==> src/rtl/gate_pkg.sv <==
// rtl/gate_pkg.sv - shared op encoding and default operand width for the gate unit
package gate_pkg;

  localparam int DEFAULT_WIDTH = 8;

  typedef enum logic [2:0] {
    OP_AND  = 3'd0,
    OP_OR   = 3'd1,
    OP_NAND = 3'd2,
    OP_NOR  = 3'd3,
    OP_XNOR = 3'd4,
    OP_NOTA = 3'd5,
    OP_XOR  = 3'd6,
    OP_PASS = 3'd7
  } op_e;

endpackage

==> src/rtl/gate_core.sv <==
// rtl/gate_core.sv - combinational bitwise operator selected by op
module gate_core
  import gate_pkg::*;
#(
  parameter int WIDTH = DEFAULT_WIDTH
) (
  input  logic [WIDTH-1:0] a,
  input  logic [WIDTH-1:0] b_eff,
  input  logic [2:0]       op,
  output logic [WIDTH-1:0] result
);

  always_comb begin
    result = '0;
    case (op_e'(op))
      OP_AND:  result = a & b_eff;
      OP_OR:   result = a | b_eff;
      OP_NAND: result = ~(a & b_eff);
      OP_NOR:  result = ~(a | b_eff);
      OP_XNOR: result = ~(a ^ b_eff);
      OP_NOTA: result = ~a;
      OP_XOR:  result = a ^ b_eff;
      OP_PASS: result = a;
      default: result = '0;
    endcase
  end

endmodule

==> src/rtl/gate_unit.sv <==
// rtl/gate_unit.sv - one-deep registered gate operator with valid/ready handshake,
// result flags and a completed-transfer counter
module gate_unit
  import gate_pkg::*;
#(
  parameter int WIDTH = DEFAULT_WIDTH,
  parameter int CNT_W = 16
) (
  input  logic             clk,
  input  logic             rst,
  input  logic             in_valid,
  output logic             in_ready,
  input  logic [WIDTH-1:0] a,
  input  logic [WIDTH-1:0] b,
  input  logic [2:0]       op,
  input  logic             chain,
  output logic             out_valid,
  input  logic             out_ready,
  output logic [WIDTH-1:0] y,
  output logic             zero,
  output logic             parity,
  output logic [CNT_W-1:0] txn_count
);

  logic             r_out_valid;
  logic [WIDTH-1:0] r_y;
  logic             r_zero;
  logic             r_parity;
  logic [CNT_W-1:0] r_txn_count;

  logic             w_accept;
  logic             w_out_xfer;
  logic [WIDTH-1:0] w_b_eff;
  logic [WIDTH-1:0] w_result;

  assign in_ready   = !r_out_valid || out_ready;
  assign w_accept   = in_valid && in_ready;
  assign w_out_xfer = r_out_valid && out_ready;
  // Chaining feeds back the held register, even when it has already been consumed.
  assign w_b_eff    = chain ? r_y : b;

  gate_core #(
    .WIDTH (WIDTH)
  ) u_core (
    .a      (a),
    .b_eff  (w_b_eff),
    .op     (op),
    .result (w_result)
  );

  always_ff @(posedge clk) begin
    if (rst) begin
      r_out_valid <= 1'b0;
      r_y         <= '0;
      r_zero      <= 1'b1;
      r_parity    <= 1'b0;
      r_txn_count <= '0;
    end else begin
      if (w_accept) begin
        r_out_valid <= 1'b1;
        r_y         <= w_result;
        r_zero      <= (w_result == '0);
        r_parity    <= ^w_result;
      end else if (w_out_xfer) begin
        r_out_valid <= 1'b0;
      end
      if (w_out_xfer) begin
        r_txn_count <= r_txn_count + CNT_W'(1);
      end
    end
  end

  assign out_valid = r_out_valid;
  assign y         = r_y;
  assign zero      = r_zero;
  assign parity    = r_parity;
  assign txn_count = r_txn_count;

endmodule

==> config.mk <==
export PLATFORM = sky130hd
export DESIGN_NAME = gate_unit
export DESIGN_NICKNAME = d
export VERILOG_FILES = /design/src/rtl/gate_pkg.sv /design/src/rtl/gate_core.sv /design/src/rtl/gate_unit.sv
export SDC_FILE = /design/constraint.sdc
export NUM_CORES = 1
export LEC_CHECK = 0
export ABC_AREA = 1
export CAP_MARGIN = 10
export CORE_MARGIN = 5
export CORE_UTILIZATION = 51
export DETAILED_ROUTE_END_ITERATION = 12
export PLACE_DENSITY = 0.81
export SLEW_MARGIN = 20
export SYNTH_ARGS = -nofsm -noshare
export SYNTH_HDL_FRONTEND = slang
export SYNTH_SLANG_ARGS = --single-unit
==> constraint.sdc <==
create_clock -name clk -period 2.7 [get_ports clk]
set_clock_uncertainty 0.1 [all_clocks]
set_input_delay 0.405 -clock clk [delete_from_list [all_inputs] [get_ports clk]]
set_output_delay 0.405 -clock clk [all_outputs]
set_load 0.03 [all_outputs]
Yosys cells after proc, flatten, opt, wreduce, memory -nomap -nowiden. Index checks and enable logic that the tools add are counted.

Magnitude comparators: 0. Add/subtract/negate cells: 1. Reductions and logical operators: 8. Divide/modulo/power cells: 0. Muxes and demuxes: 4. Bitwise gates (word level): 7. Multiply operators: 0. Shift-type cells: 0. Equality and inequality tests: 7.

Operators by type and width (number): case mux 8 bit (8 select lines) (1); NOT 8 bit (4); adder 16 x 1 -> 16 bit (second input constant) (1); equality test 3 bit (second input constant) (4); bitwise AND 8 bit (1); zero test 8 bit (1); two-way mux 8 bit (1); OR 8 bit (1); XOR reduction 8 bit (1); XOR 8 bit (1); equality test 3 x 2 -> 1 bit (second input constant) (2); equality test 3 x 1 -> 1 bit (second input constant) (1); zero test 3 bit (1); logical AND 1 bit (2); two-way mux 1 bit (2); nonzero test 2 bit (1); zero test 1 bit (1); logical OR 1 bit (1).

RAM bits: 0. Bits in read-only memories: 0. Word-level logic and storage cells: 32. Register bits: 27. Bits in latches: 0. Memories kept: 0.

Longest topological paths before layout. Gate-level depths: netlist (run 1).

Depth in word-level cells: 5. Mapped depth: 16. Depth with buffers taken out: 16.

By module. From an unflattened synthesis (run 1), not the netlist that was laid out.

Cells, all modules: 350. Area total of the unflattened synthesis: 2358.5 µm².

By module, submodules not included: gate_unit (area an instance 1400.1 µm², cells an instance 173, times used 1); gate_core (area an instance 958.4 µm², cells an instance 177, times used 1).

Worst setup path after synthesis (run 1). OpenSTA, ideal clock, no wires.

Path kind: input to register. Start point: in chain. End point: reg r_parity, in the netlist parity. Setup slack: 0.259 ns. Stages: 14. Library setup time: 0.115 ns. Arrival time: 2.225 ns. Buffers on the path: 1. Required time: 2.485 ns. Path through: clkbuf_1 > nand2_1 > o21ai_0 > ha_1 > inv_1 > nand3_1 > o21ai_0 > nor2_1 > and3_1 > ha_1 > xor2_1 > xnor2_1 > o21ai_0 > inv_1.

Word-level cells in the longest chain between the ends: 5. Elaborated cells between the ends (all ways): 9.

Ends and longest elaborated chain: from (decl) (RTL line gate_unit.sv:16) `input logic chain,`; two-way mux 8 bit * (RTL line gate_unit.sv:40) `assign w_b_eff = chain ? r_y : b;`; XOR 8 bit (tied with other cells) (RTL line gate_core.sv:20, gate_core.sv:22); NOT 8 bit (on tied branches) (RTL line gate_core.sv:20, gate_core.sv:18, gate_core.sv:19); case mux 8 bit (8 select lines) * (RTL line gate_core.sv:15) `case (op_e'(op))`; XOR reduction 8 bit * (RTL line gate_unit.sv:63) `r_parity <= ^w_result;`; to (signal assigned) (RTL line gate_unit.sv:63); to (decl) (RTL line gate_unit.sv:28) `logic r_parity;`.

Every way passes the cells marked *; elsewhere a longest branch is shown, timed or not. A chain may end at the register's enable or synchronous reset.

Final worst setup path (run 1).
Start point: in op[0]. End point: reg r_parity, in the netlist parity.

Word-level cells in the longest chain between the ends: 3. Elaborated cells between the ends (all ways): 10.

Ends and longest elaborated chain: from (decl) (RTL line gate_unit.sv:15) `input logic [2:0] op,`; equality test 3 bit (tied with other cells) (RTL line gate_core.sv:15); case mux 8 bit (8 select lines) * (RTL line gate_core.sv:15); XOR reduction 8 bit * (RTL line gate_unit.sv:63).

Marks and branches as above.

==> results of run 1 <==
## worst max-delay path: cells and delay by family
family | cells | cell delay [ns]
compound gates | 1 | 0.13
simple gates | 5 | 0.69
buf+inv | 4 | 0.75
xor+xnor | 2 | 0.27
fa+ha+maj | 1 | 0.33
## layout by cell type (no fill, tap or decap), drive strengths merged
| cell type | synthesis | final |
|---|---|---|
| nand3 | 20 | 20 |
| dlymetal6s2s | 0 | 1 |
| clkbuf | 5 | 3 |
| nand4 | 15 | 15 |
| ha | 21 | 21 |
| nand3b | 3 | 3 |
| clkinv | 1 | 1 |
| dfxtp | 27 | 27 |
| and3 | 7 | 7 |
| inv | 77 | 77 |
| buf | 4 | 35 |
| xor2 | 1 | 1 |
| a21boi | 1 | 1 |
| o21ai | 32 | 32 |
| nor2 | 48 | 48 |
| clkdlybuf4s50 | 0 | 50 |
| nand2 | 88 | 88 |
| a21oi | 22 | 22 |
| o21a | 2 | 2 |
| xnor2 | 2 | 2 |
| nor3 | 3 | 3 |
| o21bai | 2 | 2 |
| clkinvlp | 0 | 1 |
## sequential cells by signal (all words and copies together), names as in the netlist
signal / cells
out_valid: 1
txn_count: 16
zero: 1
y: 8
parity: 1
## worst paths after layout
kind / endpoint / cells after the start
setup reg to reg: parity$_SDFFE_PP0P_ / 14
hold reg to reg: zero$_SDFFE_PP1P_ / 2
hold / removal: zero$_SDFFE_PP1P_ / 2
setup / recovery: parity$_SDFFE_PP0P_ / 13
## metrics by stage
step                util, %  setup slack [ns]  hold slack [ns]  power [uW]
floorplan                 -             0.259            0.497         694
global placement       70.9            -0.243            0.370         852
detailed placement     70.9            -0.294            0.377         864
CTS                    72.0           0.00878            0.401        1100
global route           73.0           0.00959            0.423        1190
finish                 73.0             0.213            0.393        1110
## metal layers
layer | vias to the layer above | wire [um] | GRT usage, %
met5 | - | 0 | 0
li1 | 1366 | - | -
met2 | 107 | 3060 | 37.9
met3 | 10 | 473 | 4.86
met4 | 0 | 42 | 3.44
met1 | 1191 | 2840 | 27.0
## final cells by class
type	instances	area (um^2)
fillers	345	1180
inverters	78	293
repair buffers	86	796
clock inverters	1	7.51
clock buffers	3	41.3
multi-input cells	267	1460
flip-flops and latches	27	541
well taps	52	65.1
## report_power, final
| part | switching (uW) | internal, uW | total [uW] |
|---|---|---|---|
| combinational | 242 | 209 | 450 |
| sequential | 13.0 | 418 | 431 |
| clock | 128 | 105 | 233 |
## logic make-up (layout without fill, tap and decap cells)
logic type      Yosys count  count (layout)  share of synthesized area (%)
xor+xnor                  3               3                           1.13
compound gates           59              59                           13.3
flops                    27              27                           23.3
buf+inv                  87             168                           15.0
fa+ha+maj                21              21                           11.3
simple gates            184             184                           36.0
==> flow_summary.rst, run 1 <==
.. list-table::
   :header-rows: 1

   * - Metric
     - Value
   * - Clock net sink count
     - 27
   * - Number of non-filler instances in the completed layout
     - between 500 and 600
   * - Inserted Diodes
     - 0
   * - Final design instance area without fill
     - roughly 3200 um^2
   * - Min cycle time layout
     - 2.49 ns
   * - Start point of the critical path
     - op[0]
   * - Cell Chain, Critical Path
     - clkdlybuf4s50_1, buf_4, inv_2, nor2_4, nand2_1, nor2_1, nor2_1, and3_1, ha_1, xnor2_2, xnor2_1, o21ai_1, inv_1
   * - Worst Setup Start Kind
     - primary input
   * - R2R Setup Slk
     - ~0.42 ns
   * - Worst setup path category
     - in -> reg
   * - Clock tree root driver cell
     - sky130_fd_sc_hd__clkbuf_8
   * - Register area share after synthesis
     - between 20% and 30%
   * - Global route overflow
     - 0
   * - Clk Latency, worst-skew pair
     - 0.27 ns
   * - Clock slew at the register clock pins of the worst setup and hold paths
     - 0.09 ns
   * - Worst path slowest cell
     - sky130_fd_sc_hd__clkdlybuf4s50_1
   * - Gp weighted congestion
     - about 0.94
   * - Vias per cell
     - ~5.2
   * - Count of nets after finishing
     - about 500
   * - Number of gates given a new drive strength after cts
     - 0
   * - Die boundary width
     - 77.4 um
   * - Maximum number of pins on one net before global-route repair
     - 17
   * - Power per unit of standard cell area
     - 348 nW/um^2
   * - Aggregate routed wire length
     - 6410 um
   * - Top post-synthesis cells by count
     - sky130_fd_sc_hd__nand2_1 (87), sky130_fd_sc_hd__inv_1 (75), sky130_fd_sc_hd__nor2_1 (42)
   * - Hold buffers post-CTS
     - 0
   * - Slew margin rel.
     - between 70% and 80%
   * - Max-capacitance violation count
     - 0
   * - Share of flip-flops with an asynchronous set or reset after synthesis
     - 0%
   * - Class of the most critical hold timing path
     - reg -> reg
   * - Critical Path End Type
     - flop
   * - Req. time, crit path
     - ~2.8 ns
   * - Highest Clock Rate
     - between 400 and 500 MHz
   * - Number of endpoints failing setup at the final stage
     - 0
   * - Most used flip-flop cell after synthesis
     - sky130_fd_sc_hd__dfxtp_1
   * - Via count of the first global-routing pass
     - around 2,500
   * - Number of placed cells counting well taps
     - 509
   * - Tightest Pin Transition
     - approximately 0.37 ns
   * - Die outline area
     - about 6000 um^2
   * - Maximum cell stage delay along the critical path
     - around 0.46 ns
   * - Residual DRC
     - 0
   * - Effective utilization at floorplan
     - approximately 53%
   * - Ranking of synthesized cells by area
     - sky130_fd_sc_hd__dfxtp_1 (23%), sky130_fd_sc_hd__nand2_1 (14%), sky130_fd_sc_hd__inv_1 (12%)
   * - Placement Rows
     - 24
   * - Max-slew violation count
     - 0
   * - Avg WL per Cell
     - roughly 12 um
   * - Post-synth top area share
     - 23.3%
   * - Post-synthesis area per instance
     - around 6.1 um^2
   * - CTS tree
     - done
   * - Most common cell in the netlist
     - sky130_fd_sc_hd__nand2_1
   * - Count of input and output buffers
     - 51
   * - Combined area of all synthesized cells
     - approximately 2300 um^2
   * - Area after detailed placement
     - ~3100 um^2
   * - CP most frequent cell
     - sky130_fd_sc_hd__nor2_1
   * - Number of warnings reported in the yosys synthesis log
     - 0
   * - Leak Pwr
     - roughly 0.0015 uW
   * - Total number of H-tree levels
     - 1
   * - Crit-path max FO
     - 8
   * - Area leader, netlist
     - sky130_fd_sc_hd__dfxtp_1
   * - Via total after detailed routing
     - ~2,700
   * - Clock buffers created by TritonCTS
     - 3
   * - Antenna violations before repair
     - 0
   * - Post-route fraction of the period consumed by the critical path
     - 92.1%
   * - Post-CTS Setup Inserts
     - 0
   * - Post-detailed-route count of antenna-violating nets
     - 0
   * - Result of the run
     - completed
   * - Post-detailed-placement half-perimeter wirelength
     - about 5000 um
   * - Net count after synthesis
     - around 430
   * - Post-synthesis register bit count
     - 27
   * - Number of hold violations in the final report
     - 0
   * - Layout cell share with drive strength beyond 1
     - 12.1%
   * - CORE AREA
     - 4380 um^2
   * - Min-delay src
     - zero$_SDFFE_PP1P_
   * - Buffers from clock root to sink, at most
     - 2
   * - Setup Total Neg Slack
     - 0 ns
   * - Mapped Cells
     - between 300 and 400
   * - First-pass GRT wire length
     - roughly 11,000 um
   * - Total track usage
     - 21.4%
   * - Reg-to-Reg Start
     - y[3]$_SDFFE_PP0P_
   * - Area growth from synthesis to layout
     - 38.1%
   * - Setup repair after global routing missed its margin
     - false
   * - Critical path arrival
     - approximately 2.6 ns
   * - Vert. Die Dim
     - between 70 and 80 um
   * - Starting DRC count in detailed routing
     - about 240
   * - Peak VDD IR
     - about 370 uV
   * - Number of synthesized flops with an enable pin
     - 0
   * - Drt pass-1 iters
     - 5
   * - I/O pin count
     - 52
   * - Count of distinct cell types in the synthesized netlist
     - 27
No activity file was read; power rests on OpenSTA's default activity.
==> run 2, diff against run 1 <==
- SETUP_SLACK_MARGIN: unset -> 0.3
==> run 2 against run 1 <==
Non-clock buffer count grew 5. Sequential share of layout area decreased by 0.76 points. Clock power hardly changed. Sequential power hardly changed. Maximum frequency up 6.2%. Via count up 3.4%. Largest power group unchanged.
==> flow_summary.rst, run 2 (synthesized netlist as in run 1, its figures left out) <==
.. list-table::
   :header-rows: 1

   * - Metric
     - Value
   * - CTS tree
     - done (unchanged)
   * - Area of all sequential standard cells
     - 541 um^2 (unchanged)
   * - Post-route fraction of the period consumed by the critical path
     - 86.7% (was 92.1%)
   * - Max-slew violation count
     - 0 (unchanged)
   * - Critical Path End Type
     - flop (unchanged)
   * - Placement Rows
     - 24 (unchanged)
   * - Buffers from clock root to sink, at most
     - 2 (unchanged)
   * - Number of inserted filler cells in the final layout
     - 334 (was 345)
   * - Antenna violations before repair
     - 0 (unchanged)
   * - Power per unit of standard cell area
     - 354 nW/um^2 (was 348 nW/um^2)
   * - Inserted Diodes
     - 0 (unchanged)
   * - Worst Hold Path Cells
     - 2 (unchanged)
   * - Starting DRC count in detailed routing
     - 189 (was 238)
   * - Min cycle time layout
     - 2.34 ns (was 2.49 ns)
   * - Setup repair after global routing missed its margin
     - false (unchanged)
   * - Gp weighted congestion
     - 0.888 (was 0.940)
   * - Count of nets after finishing
     - 513 (was 508)
   * - Result of the run
     - completed (unchanged)
   * - Largest register FFs
     - 16 (unchanged)
   * - Class of the most critical hold timing path
     - reg -> reg (unchanged)
   * - Req. time, crit path
     - 2.79 ns (was 2.78 ns)
   * - Clock buffers created by TritonCTS
     - 3 (unchanged)
   * - Crit-path max FO
     - 2 (was 8)
   * - Clock net sink count
     - 27 (unchanged)
   * - Peak VDD IR
     - 311 uV (was 369 uV)
   * - Layout cell share with drive strength beyond 1
     - 18.4% (was 12.1%)
   * - Vert. Die Dim
     - 77.4 um (unchanged)
   * - Via count of the first global-routing pass
     - 2,555 (was 2,548)
   * - R2R Setup Slk
     - 0.38 ns (was 0.42 ns)
   * - Die outline area
     - 5990 um^2 (unchanged)
   * - Maximum number of pins on one net before global-route repair
     - 16 (was 17)
   * - Global route overflow
     - 0 (unchanged)
   * - Leak Pwr
     - 0.00161 uW (was 0.00152 uW)
   * - Reg-to-Reg Start
     - y[0]$_SDFFE_PP0P_ (was y[3]$_SDFFE_PP0P_)
   * - Count of input and output buffers
     - 51 (unchanged)
   * - Area growth from synthesis to layout
     - 44.6% (was 38.1%)
   * - Area after detailed placement
     - 3120 um^2 (was 3110 um^2)
   * - CORE AREA
     - 4380 um^2 (unchanged)
   * - Worst setup path category
     - in -> reg (unchanged)
   * - Post-detailed-route count of antenna-violating nets
     - 0 (unchanged)
   * - Worst R2R Path Depth
     - 14 (unchanged)
   * - Max-capacitance violation count
     - 0 (unchanged)
   * - Effective utilization at floorplan
     - 52.9% (unchanged)
   * - Final design instance area without fill
     - 3350 um^2 (was 3200 um^2)
   * - Vias per cell
     - 5.33 (was 5.20)
   * - Commonest non-fill, non-tap cell in the layout
     - sky130_fd_sc_hd__nand2_1 (unchanged)
   * - Post-detailed-placement half-perimeter wirelength
     - 5100 um (was 5010 um)
   * - Slew margin rel.
     - 77.0% (was 75.5%)
   * - Worst Setup Start Kind
     - primary input (unchanged)
   * - Highest Clock Rate
     - 427 MHz (was 402 MHz)
   * - Destination of the worst register-to-register timing path
     - parity$_SDFFE_PP0P_ (unchanged)
   * - Area of combinational cells with multiple inputs
     - 1570 um^2 (was 1460 um^2)
   * - Residual DRC
     - 0 (unchanged)
   * - I/O pin count
     - 52 (unchanged)
   * - Number of endpoints failing setup at the final stage
     - 0 (unchanged)
   * - Worst hold path endpoint
     - txn_count[14]$_SDFFE_PP0P_ (was zero$_SDFFE_PP1P_)
   * - Total track usage
     - 22.0% (was 21.4%)
   * - Clock slew at the register clock pins of the worst setup and hold paths
     - 0.10 ns (was 0.09 ns)
   * - Aggregate routed wire length
     - 7070 um (was 6410 um)
   * - Most frequent cells in the layout
     - sky130_fd_sc_hd__nand2_1 (84), sky130_fd_sc_hd__inv_1 (69), sky130_fd_sc_hd__nor2_1 (41) (was sky130_fd_sc_hd__nand2_1 (87), sky130_fd_sc_hd__inv_1 (75), sky130_fd_sc_hd__clkdlybuf4s50_1 (50))
   * - Number of hold violations in the final report
     - 0 (unchanged)
   * - Avg WL per Cell
     - 13.6 um (was 12.5 um)
   * - Setup Total Neg Slack
     - 0 ns (unchanged)
   * - Via total after detailed routing
     - 2,766 (was 2,674)
   * - Clock tree root driver cell
     - sky130_fd_sc_hd__clkbuf_8 (unchanged)
   * - Die boundary width
     - 77.4 um (unchanged)
   * - Total number of H-tree levels
     - 1 (unchanged)
   * - First-pass GRT wire length
     - 11,300 um (was 11,000 um)
   * - Drt pass-1 iters
     - 4 (was 5)
   * - Clk Latency, worst-skew pair
     - 0.28 ns (was 0.27 ns)
   * - Min-delay src
     - txn_count[14]$_SDFFE_PP0P_ (was zero$_SDFFE_PP1P_)
   * - Tightest Pin Transition
     - 0.345 ns (was 0.366 ns)
   * - Critical path arrival
     - 2.43 ns (was 2.57 ns)
## run 2: layout make-up
type | instances | share of cell area (%)
timing repair buffer | 91 | 24.9
clock inverter | 1 | 0.149
tap | 52 | 1.94
inverter | 78 | 8.74
multi-input combinational | 267 | 46.9
sequential | 27 | 16.1
clock buffer | 3 | 1.23
## run 2: layer usage
metal / vias up / global-route usage, % / wire (um)
met3: 10 / 4.05 / 473
li1: 1373 / - / -
met5: - / 0 / 0
met1: 1268 / 27.6 / 3030
met4: 0 / 2.92 / 68
met2: 115 / 40.2 / 3500
## run 2: stage by stage
step                      std cells  worst slack (ns)  util (%)  hold slack [ns]  power, uW
after floorplan                 381             0.324         -            0.497        694
after global placement          511            -0.255      71.2            0.379        854
after detailed placement        511            -0.340      71.2            0.391        870
after CTS                       516             0.303      73.1            0.405       1120
after global routing            519             0.206      76.4            0.428       1250
final                           519             0.358      76.4            0.409       1190
## run 2: worst max path at each step
stage / from / end / slack [ns] / depth (start not counted)
floorplan: chain / parity$_SDFFE_PP0P_ / 0.32 / 13
global placement: chain / parity$_SDFFE_PP0P_ / -0.25 / 14
finish: b[1] / parity$_SDFFE_PP0P_ / 0.36 / 13
global route: y[0]$_SDFFE_PP0P_ / parity$_SDFFE_PP0P_ / 0.21 / 14
detailed placement: chain / parity$_SDFFE_PP0P_ / -0.34 / 14
CTS: chain / parity$_SDFFE_PP0P_ / 0.30 / 12
## run 2: what timing repair did
item | CTS | global route
setup buffers | 0 | 3
pin swaps | 5 | 19
cloned | 1 | 0
gates resized for setup | 26 | 35
hold buffers | 0 | 0
setup endpoints to repair | 1 | 1
## run 2: critical path: stages
cell and delay [ns]:
sky130_fd_sc_hd__clkdlybuf4s50_1 0.45, sky130_fd_sc_hd__o21ai_2 0.19, sky130_fd_sc_hd__ha_1 0.26, sky130_fd_sc_hd__nand3b_1 0.16, sky130_fd_sc_hd__nand2_1 0.07, sky130_fd_sc_hd__nor2_1 0.04
sky130_fd_sc_hd__nand2_1 0.07, sky130_fd_sc_hd__nand2_2 0.07, sky130_fd_sc_hd__ha_4 0.28, sky130_fd_sc_hd__xor2_2 0.16, sky130_fd_sc_hd__xnor2_1 0.10, sky130_fd_sc_hd__o21ai_1 0.13
sky130_fd_sc_hd__inv_1 0.04
## run 2: power by group
| group | total [uW] | internal, uW | switching (uW) |
|---|---|---|---|
| logic | 519 | 245 | 273 |
| clock network | 235 | 104 | 132 |
| registers | 433 | 418 | 15.1 |
| total | 1190 | 767 | 420 |
==> run 3, diff against run 2 <==
- CAP_MARGIN: 10 -> unset
==> results of run 3 <==
The final DEF is identical to that of run 2; final timing and power are the same.
